File: src/rtl/tcor_pkg.sv
// rtl/tcor_pkg.sv - shared constants and channel state type for the timer constant/compare bank
package tcor_pkg;

    localparam int DEFAULT_DATA_WIDTH = 8;
    localparam int DEFAULT_NUM_CH     = 2;
    localparam int MAX_NUM_CH         = 8;

    typedef enum logic {
        TCOR_IDLE    = 1'b0,
        TCOR_PENDING = 1'b1
    } tcor_state_e;

endpackage

File: src/rtl/tcor_channel.sv
// rtl/tcor_channel.sv - one compare channel: constant register(s), compare, match pulse, sticky flag (TCOR_BUFFER_EN adds shadow)
module tcor_channel
    import tcor_pkg::*;
#(
    parameter int                    DATA_WIDTH = DEFAULT_DATA_WIDTH,
    parameter logic [DATA_WIDTH-1:0] SET_VALUE  = '1
) (
    input  logic                  clk,
    input  logic                  rst,
    input  logic                  wren,
    input  logic [DATA_WIDTH-1:0] datain,
    input  logic [DATA_WIDTH-1:0] cnt,
    input  logic                  cnt_en,
    input  logic                  ovf,
    input  logic                  flag_clr,
    output logic [DATA_WIDTH-1:0] dataout,
    output logic                  cmp_match,
    output logic                  cmf
);

    logic [DATA_WIDTH-1:0] active;
    logic [DATA_WIDTH-1:0] active_next;
    logic                  hit;
    logic                  cmf_next;

    // Compare sees the pre-edge active value, so a same-cycle write or transfer never affects it.
    assign hit      = cnt_en && (cnt == active);
    assign cmf_next = hit | (cmf & ~flag_clr);
    assign dataout  = active;

`ifdef TCOR_BUFFER_EN
    tcor_state_e           state;
    tcor_state_e           state_next;
    logic [DATA_WIDTH-1:0] shadow;
    logic [DATA_WIDTH-1:0] shadow_next;

    always_comb begin
        state_next  = state;
        active_next = active;
        shadow_next = shadow;
        if (wren) begin
            shadow_next = datain;
        end
        case (state)
            TCOR_IDLE: begin
                if (wren) begin
                    state_next = TCOR_PENDING;
                end
            end
            TCOR_PENDING: begin
                // A write landing on the transfer edge re-arms: the old shadow goes live, the new one waits.
                if (ovf) begin
                    active_next = shadow;
                    if (!wren) begin
                        state_next = TCOR_IDLE;
                    end
                end
            end
            default: state_next = TCOR_IDLE;
        endcase
    end

    always_ff @(posedge clk) begin
        if (rst) begin
            state  <= TCOR_IDLE;
            shadow <= SET_VALUE;
        end else begin
            state  <= state_next;
            shadow <= shadow_next;
        end
    end
`else
    logic unused_ovf;

    assign unused_ovf = ovf;

    always_comb begin
        active_next = active;
        if (wren) begin
            active_next = datain;
        end
    end
`endif

    always_ff @(posedge clk) begin
        if (rst) begin
            active    <= SET_VALUE;
            cmp_match <= 1'b0;
            cmf       <= 1'b0;
        end else begin
            active    <= active_next;
            cmp_match <= hit;
            cmf       <= cmf_next;
        end
    end

endmodule

File: src/rtl/tcor_bank.sv
// rtl/tcor_bank.sv - NUM_CH-channel timer constant/compare register bank (TCOR_BUFFER_EN selects double-buffered constants)
module tcor_bank
    import tcor_pkg::*;
#(
    parameter int                    DATA_WIDTH = DEFAULT_DATA_WIDTH,
    parameter int                    NUM_CH     = DEFAULT_NUM_CH,
    parameter logic [DATA_WIDTH-1:0] SET_VALUE  = '1
) (
    input  logic                         i_clk_sys,
    input  logic                         i_rst,
    input  logic [NUM_CH-1:0]            i_wren,
    input  logic [DATA_WIDTH-1:0]        i_datain,
    input  logic [DATA_WIDTH-1:0]        i_cnt,
    input  logic                         i_cnt_en,
    input  logic                         i_ovf,
    input  logic [NUM_CH-1:0]            i_flag_clr,
    output logic [NUM_CH*DATA_WIDTH-1:0] o_dataout,
    output logic [NUM_CH-1:0]            o_cmp_match,
    output logic [NUM_CH-1:0]            o_cmf
);

    for (genvar k = 0; k < NUM_CH; k++) begin : g_ch
        tcor_channel #(
            .DATA_WIDTH (DATA_WIDTH),
            .SET_VALUE  (SET_VALUE)
        ) u_ch (
            .clk       (i_clk_sys),
            .rst       (i_rst),
            .wren      (i_wren[k]),
            .datain    (i_datain),
            .cnt       (i_cnt),
            .cnt_en    (i_cnt_en),
            .ovf       (i_ovf),
            .flag_clr  (i_flag_clr[k]),
            .dataout   (o_dataout[k*DATA_WIDTH +: DATA_WIDTH]),
            .cmp_match (o_cmp_match[k]),
            .cmf       (o_cmf[k])
        );
    end

endmodule
File: config.mk
export PLATFORM = sky130hd
export DESIGN_NAME = tcor_bank
export DESIGN_NICKNAME = d
export VERILOG_FILES = /design/src/rtl/tcor_pkg.sv /design/src/rtl/tcor_channel.sv /design/src/rtl/tcor_bank.sv
export SDC_FILE = /design/constraint.sdc
export NUM_CORES = 1
export LEC_CHECK = 0
export ABC_AREA = 1
export CORE_MARGIN = 5
export CORE_UTILIZATION = 44
export CTS_CLUSTER_SIZE = 8
export DETAILED_ROUTE_END_ITERATION = 16
export PLACE_DENSITY = 0.87
export SLEW_MARGIN = 15
export SYNTH_ARGS = -nofsm -noshare
export SYNTH_HDL_FRONTEND = slang
export SYNTH_SLANG_ARGS = --single-unit
File: constraint.sdc
create_clock -name i_clk_sys -period 2.1 [get_ports i_clk_sys]
set_clock_uncertainty 0.1 [all_clocks]
set_input_delay 0.525 -clock i_clk_sys [delete_from_list [all_inputs] [get_ports i_clk_sys]]
set_output_delay 0.525 -clock i_clk_sys [all_outputs]
set_load 0.02 [all_outputs]
After elaboration in Yosys (flattened, before gate mapping)

Index checks and enable logic that the tools add are counted.

Bits in registers: 20
Bits in latches: 0
RAM bits: 0
ROM bits: 0
Output and inout port bits: 20
Memories kept: 0

Muxes and demuxes: 0
Reduce and logical (&&, ||, !) cells: 2
Equal/unequal tests: 2
Bitwise logic cells: 6
$lt $le $gt $ge: 0
Shift-type cells: 0
$add $sub $neg: 0
$mul: 0
Div/mod/pow operators: 0

Operators with widths:

| kind                | number |
|---|---|
| 8-bit equality test | 2 |
| 1-bit bitwise AND   | 2 |
| 1-bit logical AND   | 2 |
| 1-bit inverter      | 2 |
| 1-bit OR            | 2 |

Longest topological paths before layout

Gate-level depths: netlist of the first run.

Depth in word-level cells: 3
Mapped depth: 8
Mapped depth without buffers: 8

Hierarchy

From an unflattened synthesis of the first run, not the netlist that was laid out.

Cell total of the unflattened synthesis: 150
Area, all modules: 953.4 µm²

By module, submodules not included:

| module       | cells an instance | seq. area each (µm²) | instances | area an instance (µm²) |
|---|---|---|---|---|
| tcor_channel | 75                | 200.2                | 2         | 476.7 |

Worst setup path before layout of the first run

No wires, ideal clock.

Kind: input to register
From: in i_rst
To: reg g_ch[0].u_ch.active[3]
Setup slack: 901 ps
Stages: 4
Data arrival time: 976 ps
Library setup time: 123 ps
Cell sequence: buf_2 > buf_6 > a21oi_1 > o21ai_0

RTL lines:

| element              | RTL line           | text |
|---|---|---|
| start, declared      | tcor_bank.sv:10    | `input logic i_rst,` |
| end signal, assigned | tcor_channel.sv:91 | `active <= active_next;` |
| end, declared        | tcor_channel.sv:21 | `logic [DATA_WIDTH-1:0] active;` |

Final worst setup path of the first run

From: reg g_ch[1].u_ch.active[7]
To: out o_dataout[15]

RTL lines:

| element                | RTL line           | text |
|---|---|---|
| start, declared        | tcor_channel.sv:21 |  |
| start signal, assigned | tcor_channel.sv:91 |  |
| end, declared          | tcor_bank.sv:17    | `output logic [NUM_CH*DATA_WIDTH-1:0] o_dataout,` |

No word-level cell between the ends.

==> qor.csv, run 1 <==
metric,value,unit
outcome,"finished, final reports clean",
leakagePower,0.804,nW
regArea,400,sq um
rr_endpoint,g_ch[1].u_ch.cmf$_SDFF_PP0_,
grt_antenna_before_repair,0,
worstMarginPinSlew,0.535,ns
cp.arrival,1.35,ns
grt_start_max_net_pins,17,
fin_crit,1.98,ns
ys.flop_type,dfxtp_1,
chipHeight,59.4,um
nets,230,
cts_max_level,1,
grt_pass1_wl,4.28,mm
drv_cap,0,
slew_headroom,0.642,
endpoint_kind,output port,
slowest_delay,0.64,ns
multi_input_area,493,sq um
start_kind,register,
die_area,0.00353,sq mm
setup_viol,0,
cts_resized,0,
synth.avg_cell_area,6.47,sq um
grt_usage,0.157,
netlist_top_cells_count,"nand2_1, inv_1, dfxtp_1, a21oi_1, o21ai_0",
hold_class,register to register,
final_core_util,0.629,
worstPathRequired,1.47,ns
portBuffers,42,
crit_fanout,4,
finalSetupTns,0,ns
avgViaCountPerCell,4.74,
start_util,0.446,
path_cells,clkdlybuf4s50_1,
netlist_area,0.00107,sq mm
netlist_top_cells_area,"dfxtp_1, nand2_1, inv_1, a21oi_1, o21ai_0",
die_w,59.4,um
async_reset_ff_frac,0,
power.density,571,mW/mm^2
cts_setup_buffers,0,
synth-seq-area-share,0.373,
routed_wl,2.52,mm
fmax,505,MHz
synth_top_cell_area_share,0.373,
pin_count,44,
fp-row-count,18,
antenna-diode-count,0,
layout_setup_ws,0.121,ns
hpwlAfterDp,2.04,mm
gp_congestion,0.804,
drc,0,
wl_per_cell,10.7,um
reg2reg_slack,1.05,ns
hold_ws,0.383,ns
hold_viol,0,
vias,1115,
hold-path-endpoint,g_ch[0].u_ch.cmf$_SDFF_PP0_,
cp.buffers_inverters,1,
synth-edff-count,0,
slew_viol_final,0,
critPathTopFamily,buffers and inverters,
r2r_start,g_ch[1].u_ch.dataout[3]$_SDFFE_PP1P_,
place_ws,0.195,ns
synthCells,166,
yosys.area.top_type,dfxtp_1,
cp-startpoint,g_ch[1].u_ch.dataout[7]$_SDFFE_PP1P_,
p_total,866,uW
core,0.00241,sq mm
ant_nets,0,
drive_above_1_share,0.0878,
ir_worst_vdd,0.000515,V
fill_cells,219,
ys_types,19,
syn-num-nets,190,
clk_latency,0.30,ns
grt_pass1_vias,1033,
synth-warning-count,0,
path_clk_slew,0.12,ns
numCtsBuffers,3,
drt-initial-drc-count,44,
min-delay-start,g_ch[0].u_ch.cmf$_SDFF_PP0_,
hold_buffers,0,
cts_tree,built,
cts_buffer_depth,2,
cpMaxStageDelayCell,clkdlybuf4s50_1,
ys_ff_latch,20,
finalCritPeriodShare,0.942,
rsz0062_at_grt,false,
worstHoldPathCells,2,
cts_sinks,20,
critPathKind,register to output port,
grt-ovfl-total,0,
r2r_cells,8,
synthMostInstantiatedCell,nand2_1,
synthToLayoutAreaGrowth,41.0,%
dr.pass1.iters,4,
clockRootBuffer,clkbuf_4,
==> metal layers <==
metal / routed length [um] / track usage / vias up
met5: 0 / 0 / -
met4: 42 / 0.0680 / 0
met3: 114 / 0.0196 / 5
met2: 1230 / 0.275 / 29
met1: 1130 / 0.191 / 497
li1: - / - / 584
==> flip-flops by register name (all words and copies together), names as in the netlist <==
register,flops
g_ch.u_ch.dataout,16
g_ch.u_ch.cmf,2
g_ch.u_ch.cmp_match,2
==> cells in the final DEF (no fill, tap or decap), drive strengths merged <==
master | Yosys | routed
a21oi | 17 | 17
and3 | 1 | 1
buf | 8 | 1
clkbuf | 0 | 4
clkdlybuf4s50 | 0 | 42
dfxtp | 20 | 20
inv | 32 | 32
nand2 | 49 | 49
nand3 | 6 | 6
nand3b | 2 | 2
nand4 | 1 | 1
nor2 | 11 | 11
nor3 | 1 | 1
o21ai | 18 | 18
==> per-stage QoR <==
stage,instance area (sq um),instances
2_1_floorplan,1070,166
6_report,1520,235
5_1_grt,1520,235
3_3_place_gp,1480,231
4_1_cts,1520,235
3_5_place_dp,1480,231
==> kinds of logic after synthesis <==
kind of cell / Yosys count / synth area share
AND/OR/NAND/NOR: 71 / 0.296
AO/OA/AOI/OAI: 35 / 0.163
buffers and inverters: 40 / 0.169
flip-flops: 20 / 0.373
==> final cells by class <==
cell class | instances | share of cell area
Clock buffer | 4 | 0.0239
Sequential cell | 20 | 0.264
Inverter | 32 | 0.0793
Timing Repair Buffer | 43 | 0.282
Multi-Input combinational cell | 106 | 0.325
Tap cell | 30 | 0.0248
==> worst max-delay path by stage <==
stage	to	cells after the start	slack, ns
after floorplan	g_ch[0].u_ch.dataout[3]$_SDFFE_PP1P_	4	0.90
after global placement	g_ch[0].u_ch.dataout[6]$_SDFFE_PP1P_	4	0.23
after detailed placement	g_ch[1].u_ch.dataout[3]$_SDFFE_PP1P_	4	0.19
after CTS	o_dataout[15]	1	0.11
after global routing	o_dataout[15]	1	0.07
final	o_dataout[15]	1	0.12
==> where the power goes <==
part	switching (mW)	internal (mW)
Clock	0.119	0.106
Sequential	0.0163	0.401
Combinational	0.115	0.109
Total	0.250	0.615
No activity file was read; power rests on OpenSTA's default activity.
==> run 2, diff against run 1 <==
CORE_ASPECT_RATIO = 0.8   (was not set)
CORE_UTILIZATION = 45   (was 44)
PLACE_DENSITY = 0.88   (was 0.87)
==> run 2 against run 1 <==
Against the previous run:
- final area fell by 0.41%
- die area down 1.7%
- first-iteration DRC count decreased by 23%
- setup slack better by 0.0044 ns
- worst hold slack hardly changed
- via count increased by 0.36%
- critical path type unchanged
- largest cell class unchanged
- largest power group unchanged
- highest routed layer unchanged
==> qor.csv, run 2 (same netlist as run 1, synthesis figures left out) <==
metric,value,unit,change
grt_antenna_before_repair,0,,unchanged
r2r_cells,5,,was 8
critPathTopFamily,buffers and inverters,,unchanged
layout_commonest_cell,nand2_1,,unchanged
cts_resized,0,,unchanged
largest_reg_flops,16,,unchanged
fin_crit,1.97,ns,was 1.98 ns
cts_buffer_depth,2,,unchanged
worstMarginPinSlew,0.543,ns,was 0.535 ns
place_ws,0.255,ns,was 0.195 ns
worstHoldPathCells,2,,unchanged
slew_headroom,0.637,,was 0.642
finalSetupTns,0,ns,unchanged
fmax,506,MHz,was 505 MHz
antenna-diode-count,0,,unchanged
post-route-cell-area,0.00151,sq mm,was 0.00152 sq mm
avgViaCountPerCell,4.87,,was 4.74
crit_fanout,4,,unchanged
cpMaxStageDelayCell,clkdlybuf4s50_1,,unchanged
die_w,64.6,um,was 59.4 um
clockRootBuffer,clkbuf_4,,unchanged
hold_viol,0,,unchanged
slowest_delay,0.63,ns,was 0.64 ns
switchingPower,253,uW,was 250 uW
seqPwrFrac,0.481,,was 0.482
grt_usage,0.170,,was 0.157
cp.buffers_inverters,1,,unchanged
grt_pass1_wl,4.63,mm,was 4.28 mm
drv_cap,0,,unchanged
cp.depth,1,,unchanged
routed_wl,2.69,mm,was 2.52 mm
slew_viol_final,0,,unchanged
fp-row-count,15,,was 18
hpwlAfterDp,2.17,mm,was 2.04 mm
vias,1119,,"was 1,115"
final_cell_mix,"nand2_1, clkdlybuf4s50_1, inv_1, dfxtp_1, a21oi_1",,unchanged
core,0.00221,sq mm,was 0.00241 sq mm
ant_nets,0,,unchanged
dr.pass1.iters,4,,unchanged
worstPathRequired,1.47,ns,about the same
clkPwrFrac,0.259,,was 0.260
drc,0,,unchanged
grt-ovfl-total,0,,unchanged
layout_setup_ws,0.125,ns,was 0.121 ns
setup_viol,0,,unchanged
hold_buffers,0,,unchanged
reg2reg_slack,1.01,ns,was 1.05 ns
path_clk_slew,0.12,ns,about the same
p_total,869,uW,was 866 uW
power.density,576,mW/mm^2,was 571 mW/mm^2
start_util,0.485,,was 0.446
grt_start_max_net_pins,17,,unchanged
instances_no_fill,230,,was 235
cp.arrival,1.35,ns,about the same
p_sw_frac,0.292,,was 0.289
rsz0062_at_grt,false,,unchanged
gp_congestion,0.891,,was 0.804
wl_per_cell,11.7,um,was 10.7 um
leakagePower,0.804,nW,unchanged
pin_count,44,,unchanged
portBuffers,42,,unchanged
ir_worst_vdd,0.000327,V,was 0.000515 V
internal-power,615,uW,about the same
endpoint_kind,output port,,unchanged
critPathKind,register to output port,,unchanged
dpl.cell_count,226,,was 231
path_cells,clkdlybuf4s50_1,,unchanged
drive_above_1_share,0.0878,,unchanged
hold_class,register to register,,unchanged
outcome,"finished, final reports clean",,unchanged
start_kind,register,,unchanged
cts_sinks,20,,unchanged
chipHeight,53.7,um,was 59.4 um
cts_max_level,1,,unchanged
numCtsBuffers,3,,unchanged
clk_latency,0.30,ns,about the same
final_core_util,0.681,,was 0.629
cts_setup_buffers,0,,unchanged
cts_tree,built,,unchanged
post_dp_cell_area,0.00147,sq mm,was 0.00148 sq mm
drt-initial-drc-count,34,,was 44
die_area,0.00347,sq mm,was 0.00353 sq mm
nets,230,,unchanged
comb_power_share,0.260,,was 0.258
synthToLayoutAreaGrowth,40.4,%,was 41.0%
hold_ws,0.383,ns,about the same
finalCritPeriodShare,0.940,,was 0.942
grt_pass1_vias,1118,,"was 1,033"
run 2: cell counts in the layout (fill, tap and decap cells not counted):
No cell type changed its count.
run 2: final timing paths:
path	from	end
worst max-delay path	g_ch[1].u_ch.dataout[7]$_SDFFE_PP1P_	o_dataout[15]
worst min register to register	g_ch[0].u_ch.cmf$_SDFF_PP0_	g_ch[0].u_ch.cmf$_SDFF_PP0_
worst max register to register	g_ch[1].u_ch.dataout[0]$_SDFFE_PP1P_	g_ch[1].u_ch.cmp_match$_SDFF_PP0_
worst min-delay path	g_ch[0].u_ch.cmf$_SDFF_PP0_	g_ch[0].u_ch.cmf$_SDFF_PP0_
run 2: power by group through the flow:
stage	Sequential, mW	Combinational (mW)	Clock (mW)
3_3_place_gp	0.425	0.221	0
4_1_cts	0.418	0.226	0.231
5_1_grt	0.421	0.250	0.244
2_1_floorplan	0.450	0.0932	0
6_report	0.418	0.226	0.225
3_5_place_dp	0.426	0.224	0
run 2: final cells by class:
| class | instances | area (sq um) |
|---|---|---|
| sequential | 20 | 400 |
| clock buffer | 4 | 36.3 |
| tap | 25 | 31.3 |
| multi-input combinational | 106 | 493 |
| fill | 203 | 706 |
| inverter | 32 | 120 |
| timing repair buffer | 43 | 428 |
run 2: tightest hold or removal path: cells and delay by family, from the launching register on:
family           cells  cell delay, ns
flip-flops           1            0.32
AND/OR/NAND/NOR      2            0.12
run 2: layer usage:
metal / wire length [um] / GRT usage / part of all wire / vias up
met3: 150 / 0.0564 / 0.056 / 2
met5: 0 / 0 / 0 / -
met1: 1310 / 0.208 / 0.49 / 490
li1: - / - / - / 586
met4: 7 / 0.0211 / 0.0026 / 0
met2: 1230 / 0.303 / 0.46 / 41
